===== config.mk =====
export PLATFORM = sky130hd
export DESIGN_NAME = line_drawer
export DESIGN_NICKNAME = d
export VERILOG_FILES = /design/src/rtl/line_drawer_pkg.sv /design/src/rtl/line_drawer_step.sv /design/src/rtl/line_drawer.sv
export SDC_FILE = /design/constraint.sdc
export NUM_CORES = 1
export LEC_CHECK = 0
export ABC_AREA = 1
export CORE_MARGIN = 4
export CORE_UTILIZATION = 50
export DETAILED_ROUTE_END_ITERATION = 7
export PLACE_DENSITY = 0.7
export SLEW_MARGIN = 10
export SYNTH_ARGS = -nofsm -noshare
export SYNTH_HDL_FRONTEND = slang
export SYNTH_SLANG_ARGS = --single-unit
export TNS_END_PERCENT = 50

===== constraint.sdc =====
create_clock -name clk -period 6 [get_ports clk]
set_clock_uncertainty 0.05 [all_clocks]
set_input_delay 1.2 -clock clk [delete_from_list [all_inputs] [get_ports clk]]
set_output_delay 1.2 -clock clk [all_outputs]
set_load 0.02 [all_outputs]

===== src/rtl/line_drawer_pkg.sv =====
// line_drawer_pkg
//   Shared display constants and line-drawer state encoding.
//   DEF_HOR_ACTIVE_PIXELS / DEF_VER_ACTIVE_PIXELS : default visible area
//   DEF_X_WIDTH / DEF_Y_WIDTH                     : coordinate widths derived from it
//   ld_state_t                                    : IDLE=0, SETUP=1, DRAW=2
package line_drawer_pkg;

  localparam int DEF_HOR_ACTIVE_PIXELS = 640;
  localparam int DEF_VER_ACTIVE_PIXELS = 480;
  localparam int DEF_X_WIDTH = $clog2(DEF_HOR_ACTIVE_PIXELS);
  localparam int DEF_Y_WIDTH = $clog2(DEF_VER_ACTIVE_PIXELS);

  typedef enum logic [1:0] {
    IDLE  = 2'd0,
    SETUP = 2'd1,
    DRAW  = 2'd2
  } ld_state_t;

  function automatic int max_int(input int a, input int b);
    return (a > b) ? a : b;
  endfunction

endpackage


===== src/rtl/line_drawer_step.sv =====
// line_drawer_step
//   Combinational single Bresenham step.
//   cur_x, cur_y        : current pixel position
//   err, dx, dy         : error term and deltas (dx >= 0, dy <= 0), signed
//   sx, sy              : step directions, +1 or -1 (2-bit signed)
//   next_x, next_y      : position after the step
//   next_err            : error term after the step
module line_drawer_step #(
  parameter int X_WIDTH = 10,
  parameter int Y_WIDTH = 9,
  parameter int CW      = 12
) (
  input  logic        [X_WIDTH-1:0] cur_x,
  input  logic        [Y_WIDTH-1:0] cur_y,
  input  logic signed [CW-1:0]      err,
  input  logic signed [CW-1:0]      dx,
  input  logic signed [CW-1:0]      dy,
  input  logic signed [1:0]         sx,
  input  logic signed [1:0]         sy,
  output logic        [X_WIDTH-1:0] next_x,
  output logic        [Y_WIDTH-1:0] next_y,
  output logic signed [CW-1:0]      next_err
);

  logic signed [CW-1:0] e2;

  always_comb begin
    e2       = err <<< 1;
    next_x   = cur_x;
    next_y   = cur_y;
    next_err = err;
    // Both tests use the pre-step e2, so a diagonal step accumulates dy+dx.
    if (e2 >= dy) begin
      next_err = next_err + dy;
      // Sign-extended direction added modulo 2^X_WIDTH gives cur_x +/- 1.
      next_x   = cur_x + X_WIDTH'(sx);
    end
    if (e2 <= dx) begin
      next_err = next_err + dx;
      next_y   = cur_y + Y_WIDTH'(sy);
    end
  end

endmodule


===== src/rtl/line_drawer.sv =====
// line_drawer
//   Accepts a segment on a start pulse, rasterises it with Bresenham and
//   streams pixel coordinates over valid/ready.
//   clk, rst            : clock, synchronous active-high reset
//   start, ready        : request pulse / idle indication
//   x1, y1, x2, y2      : segment endpoints, latched on accepted start
//   pixel_x, pixel_y    : current pixel
//   pixel_valid         : pixel present (low for off-screen positions)
//   pixel_ready         : downstream accepts on valid && ready
//
// state | meaning
// IDLE  | waiting for start, ready=1
// SETUP | one cycle computing dx, dy, sx, sy, err
// DRAW  | walking the segment, one position per step
module line_drawer
  import line_drawer_pkg::*;
#(
  parameter  int HOR_ACTIVE_PIXELS = DEF_HOR_ACTIVE_PIXELS,
  parameter  int VER_ACTIVE_PIXELS = DEF_VER_ACTIVE_PIXELS,
  localparam int X_WIDTH = $clog2(HOR_ACTIVE_PIXELS),
  localparam int Y_WIDTH = $clog2(VER_ACTIVE_PIXELS)
) (
  input  logic               clk,
  input  logic               rst,
  input  logic               start,
  output logic               ready,
  input  logic [X_WIDTH-1:0] x1,
  input  logic [Y_WIDTH-1:0] y1,
  input  logic [X_WIDTH-1:0] x2,
  input  logic [Y_WIDTH-1:0] y2,
  output logic [X_WIDTH-1:0] pixel_x,
  output logic [Y_WIDTH-1:0] pixel_y,
  output logic               pixel_valid,
  input  logic               pixel_ready
);

  localparam int CW = max_int(X_WIDTH, Y_WIDTH) + 2;

  ld_state_t            state;
  logic [X_WIDTH-1:0]   cur_x, end_x;
  logic [Y_WIDTH-1:0]   cur_y, end_y;
  logic signed [CW-1:0] err, dx, dy;
  logic signed [1:0]    sx, sy;

  logic signed [CW-1:0] x_diff, y_diff, abs_x, abs_y;
  logic [X_WIDTH-1:0]   nxt_x;
  logic [Y_WIDTH-1:0]   nxt_y;
  logic signed [CW-1:0] nxt_err;
  logic                 at_end, advance;

  function automatic logic clipped(input logic [X_WIDTH-1:0] x, input logic [Y_WIDTH-1:0] y);
    return (int'(x) >= HOR_ACTIVE_PIXELS) || (int'(y) >= VER_ACTIVE_PIXELS);
  endfunction

  assign ready   = (state == IDLE);
  assign pixel_x = cur_x;
  assign pixel_y = cur_y;

  // SETUP works from the latched cur/end registers, not the live inputs.
  assign x_diff = $signed(CW'(end_x)) - $signed(CW'(cur_x));
  assign y_diff = $signed(CW'(end_y)) - $signed(CW'(cur_y));
  assign abs_x  = x_diff[CW-1] ? -x_diff : x_diff;
  assign abs_y  = y_diff[CW-1] ? -y_diff : y_diff;

  assign at_end = (cur_x == end_x) && (cur_y == end_y);
  // In DRAW, valid=0 means the position is clipped and steps unconditionally.
  assign advance = !pixel_valid || pixel_ready;

  line_drawer_step #(
    .X_WIDTH(X_WIDTH),
    .Y_WIDTH(Y_WIDTH),
    .CW     (CW)
  ) u_step (
    .cur_x   (cur_x),
    .cur_y   (cur_y),
    .err     (err),
    .dx      (dx),
    .dy      (dy),
    .sx      (sx),
    .sy      (sy),
    .next_x  (nxt_x),
    .next_y  (nxt_y),
    .next_err(nxt_err)
  );

  always_ff @(posedge clk) begin
    if (rst) begin
      state       <= IDLE;
      pixel_valid <= 1'b0;
      cur_x       <= '0;
      cur_y       <= '0;
      end_x       <= '0;
      end_y       <= '0;
      err         <= '0;
      dx          <= '0;
      dy          <= '0;
      sx          <= '0;
      sy          <= '0;
    end else begin
      case (state)
        IDLE: begin
          pixel_valid <= 1'b0;
          if (start) begin
            cur_x <= x1;
            cur_y <= y1;
            end_x <= x2;
            end_y <= y2;
            state <= SETUP;
          end
        end
        SETUP: begin
          dx          <= abs_x;
          dy          <= -abs_y;
          sx          <= (cur_x < end_x) ? 2'sb01 : 2'sb11;
          sy          <= (cur_y < end_y) ? 2'sb01 : 2'sb11;
          err         <= abs_x - abs_y;
          pixel_valid <= !clipped(cur_x, cur_y);
          state       <= DRAW;
        end
        DRAW: begin
          if (advance) begin
            if (at_end) begin
              pixel_valid <= 1'b0;
              state       <= IDLE;
            end else begin
              cur_x       <= nxt_x;
              cur_y       <= nxt_y;
              err         <= nxt_err;
              pixel_valid <= !clipped(nxt_x, nxt_y);
            end
          end
        end
        default: begin
          pixel_valid <= 1'b0;
          state       <= IDLE;
        end
      endcase
    end
  end

endmodule


Word level (Yosys, flattened, before mapping) --
Cells that the tools add are included.
Operators by class: multiplexer cells 26, add/subtract/negate cells 10, eq/ne operators 8, $lt $le $gt $ge 8, reductions and logical operators 14
Operator list (number):
- $mux W12 | 6
- $mux W10 | 4
- $mux W9 | 4
- $add A12 B12 Y12 | 2
- $pmux W12 S2 | 1
- $ge A10 B10 Y1 const B | 2
- $pmux W10 S2 | 1
- $ge A9 B9 Y1 const B | 2
- $pmux W9 S2 | 1
- $ge A12 B12 Y1 | 1
- $le A12 B12 Y1 | 1
- $neg A10 Y12 | 1
- $neg A11 Y12 | 1
- $neg A12 Y12 | 1
- $sub A12 B12 Y12 | 1
- $sub A10 B10 Y11 | 1
- $add A10 B10 Y10 | 1
- $eq A10 B10 Y1 | 1
- $lt A10 B10 Y1 | 1
- $mux W2 | 5
- $sub A9 B9 Y10 | 1
- $add A9 B9 Y9 | 1
- $eq A9 B9 Y1 | 1
- $lt A9 B9 Y1 | 1
- 14 further kinds | 24
Storage, ports and cells: bits in registers 81, input port bits 42, output and inout port bits 21, word-level logic and storage cells 77

Logic depth before layout (Yosys ltp) --
Gate-level depths: netlist of the first run.
depth after elaboration 8, gate-level depth with buffers 27, mapped depth without buffers 27

Hierarchy --
A second synthesis of the first run with hierarchy kept.
Second synthesis, totals: cell total of the unflattened synthesis 1345, area total of the unflattened synthesis 8406.8 sq um
By module, submodules not included:
- line_drawer | seq. area each 1601.5 sq um, area an instance 5370.2 sq um, times used 1, cells each 819
- line_drawer_step | seq. area each 0.0 sq um, area an instance 3036.7 sq um, times used 1, cells each 526

Least setup slack after synthesis of the first run --
No wires, ideal clock.
path kind register to register, from register cur_y[0], in the netlist pixel_y[0], to register err[9], required time 5.880 ns, stages on the path, launching flop included 23, library setup time 0.070 ns, arrival 3.499 ns, path buffers 0, clock period less this slack 3.619 ns, slack 2.381 ns, cells stage by stage dfxtp_1 ha_1 inv_2 fa_1 inv_1 ha_1 inv_1 nand2_1 xor2_1 inv_1 ha_1 a21o_1 o21ai_0 inv_1 o21ai_0 a21boi_0 o21ai_1 nand2_1 nand2_1 nand2_1 nand2_1 nand3_1 a21oi_1
Between the ends: cells in the longest elaborated chain, start to end 5, elaborated cells on any way between the ends 9, classes of those cells 3 x add/sub; 2 x eq/ne; 2 x mux; 2 x reduce/logical
RTL lines:
- from (decl) | RTL line line_drawer.sv:41 | logic [Y_WIDTH-1:0] cur_y, end_y;
- from (signal assigned) | RTL line line_drawer.sv:105 | cur_y <= y1;
- from (signal assigned) | RTL line line_drawer.sv:127 | cur_y <= nxt_y;
- $sub A9 B9 Y10 | RTL line line_drawer.sv:61 | assign y_diff = $signed(CW'(end_y)) - $signed(CW'(cur_y));
- $neg A10 Y12 | RTL line line_drawer.sv:63 | assign abs_y = y_diff[CW-1] ? -y_diff : y_diff;
- $mux W12 | RTL line line_drawer.sv:63
- $sub A12 B12 Y12 | RTL line line_drawer.sv:116 | err <= abs_x - abs_y;
- $pmux W12 S2 | RTL line line_drawer.sv:100 | case (state)
- to (signal assigned) | RTL line line_drawer.sv:116
- to (signal assigned) | RTL line line_drawer.sv:128 | err <= nxt_err;
- to (decl) | RTL line line_drawer.sv:42 | logic signed [CW-1:0] err, dx, dy;
Parallel ways exist; a longest one is shown, timed or not. A chain may end at the register's enable or synchronous reset.

Worst setup path in the final report of the first run --
from register cur_x[5], in the netlist pixel_x[5], to register err[9]
Between the ends: elaborated cells on any way between the ends 9, classes of those cells 3 x add/sub; 2 x eq/ne; 2 x mux; 2 x reduce/logical
RTL lines:
- from (decl) | RTL line line_drawer.sv:40 | logic [X_WIDTH-1:0] cur_x, end_x;
- from (signal assigned) | RTL line line_drawer.sv:126 | cur_x <= nxt_x;
- $sub A10 B10 Y11 | RTL line line_drawer.sv:60 | assign x_diff = $signed(CW'(end_x)) - $signed(CW'(cur_x));
- $mux W12 | RTL line line_drawer.sv:62 | assign abs_x = x_diff[CW-1] ? -x_diff : x_diff;
- named net abs_x[2] | RTL line line_drawer.sv:45 | logic signed [CW-1:0] x_diff, y_diff, abs_x, abs_y;
- $sub A12 B12 Y12 | RTL line line_drawer.sv:116
- $pmux W12 S2 | RTL line line_drawer.sv:100
The timed path passes the listed nets, and every way through them passes these cells.

==> metrics, run 1 <==
Synth async-reset ratio 0%; First DRT Iteration DRCs between 500 and 600; initial antenna violation count 0; met2 WL just under 10000 um; crit path DAT 4.21 ns; Post-DRT Antenna Nets 0; post-synthesis sequential area ratio between 20% and 30%; DRT Pass-1 Iters 7; Avg Synthesized Cell Area between 6 and 7 um2; CP endpoint kind flop; Worst Hold Class flop to flop; clk_lat worst skew about 0.35 ns; drt drc 0; core footprint 14800 um2; run status finished clean; Final Hold Vio Count 0; Slew Viols, Final 0; Yosys reg bits 79; floorplan row count between 40 and 50; Worst Path Required around 6.2 ns; largest family of logic cells by synthesized area simple AND/OR/NAND/NOR gates; final setup fails 0; first-pass GRT wire length approximately 36000 um; dpl cell area 8410 um2; vias in the first global route between 7000 and 8000; Final Cell Area between 8000 and 9000 um2; TritonCTS clock tree yes; Least-Margin Pin Slew 1.19 ns; synth warn 0; clk slew on worst S/H paths ~0.070 ns; Max FO, Critical Path 10; complex-gate fraction of the synthesized area between 20% and 30%; footprint of the multi-input gates between 5000 and 6000 um2; Post-Synthesis Cells between 1000 and 1500; # IOs 63; gp weighted congestion 0.964; EDFF count, synth 0; Vias between 7000 and 8000; Met1 Wirelength 10100 um; Max Used Layer met4; buffer count from post-CTS setup fixing 0; layout cells sized above 1 4.12%; startpoint types flop; antenna cells 0; clock buffer depth 2; Crit Path Category flop to flop; WL/cell approximately 16 um; most common cell after layout, fill and taps aside nand2_1; Final #Nets roughly 1400; Yosys cell types between 40 and 50; Overflow after GRT 0; Die W around 130 um; gr usage total between 20% and 30%; RSZ-0062 raised after global routing no; total CTS buffers 9; met3 wire length 1250 um; Slew HR 20.7%; Routed Wire Length 22100 um; largest net degree at the start of global routing 33; htree depth 3; Synth Flop Type dfxtp_1; most frequent cells in the layout nand2_1 (229), inv_1 (174), a21oi_1 (114); Synth Area in Adders approximately 17%; port buffer count 62; f_max around 250 MHz; Mapped Nets approximately 1300; post_cts resized 0; # fillers 1462; max cap viols 0; Root Driver clkbuf_16; synthesis-to-layout area growth 14.0%; Hold-fix buffers, CTS 0; vias per std cell 5.52; HPWL Detailed 17200 um; post-route minimum period 3.99 ns; simple-gate share of the synthesized area between 20 and 25%; die height between 100 and 150 um; die area about 17000 um2; Period Utilization, post-route ~66%; Post-Syn Area 7650 um2; mux cell area share after synthesis 0%; setup TNS 0 ns; xor/xnor share of the synthesized area 6.06%; # clock sinks 79; Initial Util 51.9%; Reg area 1580 um2
-- state kept, by name (all words and copies together) (netlist names), 9 cells and up --
| name | count |
|---|---|
| dx | 12 |
| dy | 12 |
| end_x | 10 |
| end_y | 9 |
| err | 11 |
| pixel_x | 10 |
| pixel_y | 9 |
-- through the flow --
| step | setup slack (ns) | hold WS (ns) | std cells | utilization, % |
|---|---|---|---|---|
| 6_report | 2.01 | 0.409 | 1399 | 59.2 |
| 5_1_grt | 1.53 | 0.439 | 1399 | 59.2 |
| 4_1_cts | 2.04 | 0.419 | 1399 | 59.2 |
| 3_5_place_dp | 2.11 | 0.409 | 1384 | 57.0 |
| 3_3_place_gp | 2.17 | 0.403 | 1384 | 57.0 |
| 2_1_floorplan | 2.38 | 0.370 | 1166 | - |
-- kinds of logic after synthesis --
logic type,Yosys count
buf+inv,215
xor+xnor,50
compound gates,290
fa+ha+maj,100
simple gates,432
flops,79
-- final cells by class --
| type | count | area share [%] |
|---|---|---|
| Clock buffer | 10 | 2.74 |
| Clock inverter | 5 | 0.932 |
| Inverter | 183 | 7.90 |
| Multi-Input combinational cell | 872 | 60.2 |
| Sequential cell | 79 | 18.1 |
| Tap cell | 184 | 2.64 |
| Timing Repair Buffer | 66 | 7.45 |
-- final timing paths --
kind              slack (ns)        from  depth (start not counted)     end
setup / recovery        2.01  pixel_x[5]                         24  err[9]
hold / removal          0.41      dx[11]                          2  dx[11]
hold reg to reg         0.41      dx[11]                          2  dx[11]
setup reg to reg        2.01  pixel_x[5]                         24  err[9]
-- layer usage --
metal | vias to the layer above | global-route usage (%)
met1 | 3448 | 33.4
met2 | 239 | 41.5
met3 | 58 | 4.12
li1 | 3972 | -
met5 | - | 0
met4 | 0 | 10.7
-- cells in the mapped netlist (all sizes together), types with 2 or more instances --
cell type,n,area (um2)
dfxtp,79,1580
nand3b,4,30.0
o21a,2,15.0
nand3,57,290
nor2,104,448
xnor2,10,87.6
inv,183,689
fa,7,140
xor2,40,377
a31oi,6,37.5
nor3,14,80.1
o21ai,114,578
a21oi,115,579
nand4,14,87.6
buf,6,30.0
clkbuf,26,97.6
a21o,5,37.5
nor4,3,25.0
a221oi,15,131
o22ai,8,50.1
nand2,229,860
or2,6,37.5
ha,93,1160
o32ai,2,17.5
o21bai,4,30.0
o211ai,13,97.6
-- critical path: stages (launching register included) --
cell and delay [ns]:
dfxtp_1 0.37, inv_1 0.09, ha_1 0.37, a21oi_1 0.24, o21ai_1 0.12, nand2_1 0.07
nand2_1 0.07, nor2_4 0.19, inv_1 0.10, nor2_1 0.14, xor2_1 0.25, inv_1 0.07
ha_1 0.33, a21o_1 0.21, o21ai_0 0.14, inv_1 0.06, o21ai_0 0.19, a21boi_0 0.15
o21ai_1 0.14, nand2_1 0.10, nand2_1 0.09, nand2_1 0.05, nand2_1 0.06, nand3_1 0.07
a21oi_1 0.19
Power of run 1 is left out: the tool's default activity adds up to more than one toggle a clock period on the data nets, which glitch-free logic cannot reach.
==> inputs of run 2 (changes only) <==
==> constraint.sdc (replaced) <==
create_clock -name clk -period 3.9 [get_ports clk]
set_clock_uncertainty 0.05 [all_clocks]
set_input_delay 0.78 -clock clk [delete_from_list [all_inputs] [get_ports clk]]
set_output_delay 0.78 -clock clk [all_outputs]
set_load 0.02 [all_outputs]
==> metrics, run 2 (synthesis results as in run 1) <==
port buffer count 62 (unchanged); Slew HR 23.0% (was 20.7%); dpl cell area 8550 um2 (was 8410 um2); most common cell after layout, fill and taps aside nand2_1 (unchanged); pre-CTS setup slack 0.137 ns (was 2.11 ns); Worst Hold Class flop to flop (unchanged); floorplan row count 44 (unchanged); total CTS buffers 9 (unchanged); Initial Util 51.9% (unchanged); vias in the first global route 7245 (was 7252); biggest regs dx (12), dy (12), err (11) (unchanged); largest net degree at the start of global routing 33 (unchanged); antenna cells 0 (unchanged); setup TNS 0 ns (unchanged); Die W 132 um (unchanged); die area 17400 um2 (unchanged); Final Hold Vio Count 0 (unchanged); Overflow after GRT 0 (unchanged); slack of the critical path 0.263 ns (was 2.01 ns); final setup fails 0 (unchanged); run status finished clean (unchanged); initial antenna violation count 0 (unchanged); layout cells sized above 1 8.21% (was 4.12%); HPWL Detailed 16900 um (was 17200 um); vias per std cell 5.44 (was 5.52); gp weighted congestion 0.905 (was 0.964); Period Utilization, post-route 93.3% (was 66.5%); Reg area 1590 um2 (was 1580 um2); most frequent cells in the layout nand2_1 (228), inv_1 (172), a21oi_1 (110) (was nand2_1 (229), inv_1 (174), a21oi_1 (114)); clk slew on worst S/H paths 0.07 ns (about the same); max cap viols 0 (unchanged); f_max 275 MHz (was 251 MHz); CP dominant cell by count nand2_1 (unchanged); Least-Margin Pin Slew 1.15 ns (was 1.19 ns); # clock sinks 79 (unchanged); WL/cell 15.4 um (was 15.8 um); CP max stage delay 0.37 ns (about the same); # IOs 63 (unchanged); CP endpoint kind flop (unchanged); Routed Wire Length 21900 um (was 22100 um); TritonCTS clock tree yes (unchanged); Final Cell Area 9040 um2 (was 8730 um2); DRT Pass-1 Iters 5 (was 7); Crit Path Category flop to flop (unchanged); die height 132 um (unchanged); clk_lat worst skew 0.35 ns (about the same); Max FO, Critical Path 7 (was 10); cells along the critical path inv_1 -> ha_1 -> nand4_1 -> nor3_1 -> nand2_1 -> nand3_1 -> nand2_1 -> nand2_2 -> clkinvlp_4 -> buf_4 -> buf_4 -> o21ai_1 -> ha_1 -> inv_1 -> nor3_2 -> nand3_1 -> nand4_1 -> a21oi_1 -> o21ai_0 -> nand2_1 -> nand2_1 -> nor2_1 -> nor2_1 -> a21oi_1 (was inv_1 -> ha_1 -> a21oi_1 -> o21ai_1 -> nand2_1 -> nand2_1 -> nor2_4 -> inv_1 -> nor2_1 -> xor2_1 -> inv_1 -> ha_1 -> a21o_1 -> o21ai_0 -> inv_1 -> o21ai_0 -> a21boi_0 -> o21ai_1 -> nand2_1 -> nand2_1 -> nand2_1 -> nand2_1 -> nand3_1 -> a21oi_1); First DRT Iteration DRCs 547 (was 511); htree depth 3 (unchanged); drt drc 0 (unchanged); first-pass GRT wire length 35600 um (was 36200 um); clock buffer depth 2 (unchanged); post-route minimum period 3.64 ns (was 3.99 ns); Vias 7758 (was 7717); footprint of the multi-input gates 5370 um2 (was 5260 um2); slowest CP cell dfxtp_1 (unchanged); crit path DAT 3.87 ns (was 4.21 ns); startpoint types flop (unchanged); # fillers 1426 (was 1462); synthesis-to-layout area growth 18.1% (was 14.0%); Worst Path Required 4.13 ns (was 6.22 ns); Root Driver clkbuf_16 (unchanged); gr usage total 24.8% (was 25.4%); Post-DRT Antenna Nets 0 (unchanged); Final #Nets 1379 (was 1353); core footprint 14800 um2 (unchanged); Slew Viols, Final 0 (unchanged)
-- run 2: final cells by class --
class,count,share of cell area [%]
Sequential cell,79,17.6
Timing Repair Buffer,92,9.40
Multi-Input combinational cell,872,59.4
Clock inverter,6,0.941
Tap cell,184,2.55
Inverter,183,7.67
Clock buffer,10,2.53
-- run 2: path summary, 6_finish.rpt --
check,start,endpoint,slack (ns),cells past startpoint
worst max-delay path,dy[9],err[10],0.26,24
worst min-delay path,dx[11],dx[11],0.40,2
worst max register to register,dy[9],err[10],0.26,24
worst min register to register,dx[11],dx[11],0.40,2
-- run 2: repair_timing --
action                     CTS  global route
setup endpoints to repair    0             6
gates resized for setup      0            39
setup buffers                0             7
hold buffers                 0             0
-- run 2: worst max-delay path, delay by kind of cell, from the launching register on --
| kind | cells | cell delay, ns |
|---|---|---|
| flops | 1 | 0.37 |
| fa+ha+maj | 2 | 0.60 |
| compound gates | 4 | 0.70 |
| simple gates | 13 | 1.15 |
| buf+inv | 5 | 0.70 |
-- run 2: stage by stage --
step	hold WS, ns	std cells	util (%)
final	0.399	1426	61.3
after global routing	0.420	1426	61.3
after CTS	0.401	1419	60.1
after detailed placement	0.391	1403	58.0
after global placement	0.378	1403	58.0
after floorplan	0.370	1166	-
-- run 2: layer usage --
metal / up-vias / track usage, % / part of all wire [%]
li1: 4023 / - / -
met1: 3506 / 33.0 / 46
met2: 194 / 42.5 / 47
met3: 35 / 3.13 / 4.9
met4: 0 / 7.06 / 2.2
met5: - / 0 / 0
Power of run 2 is left out for the same reason.
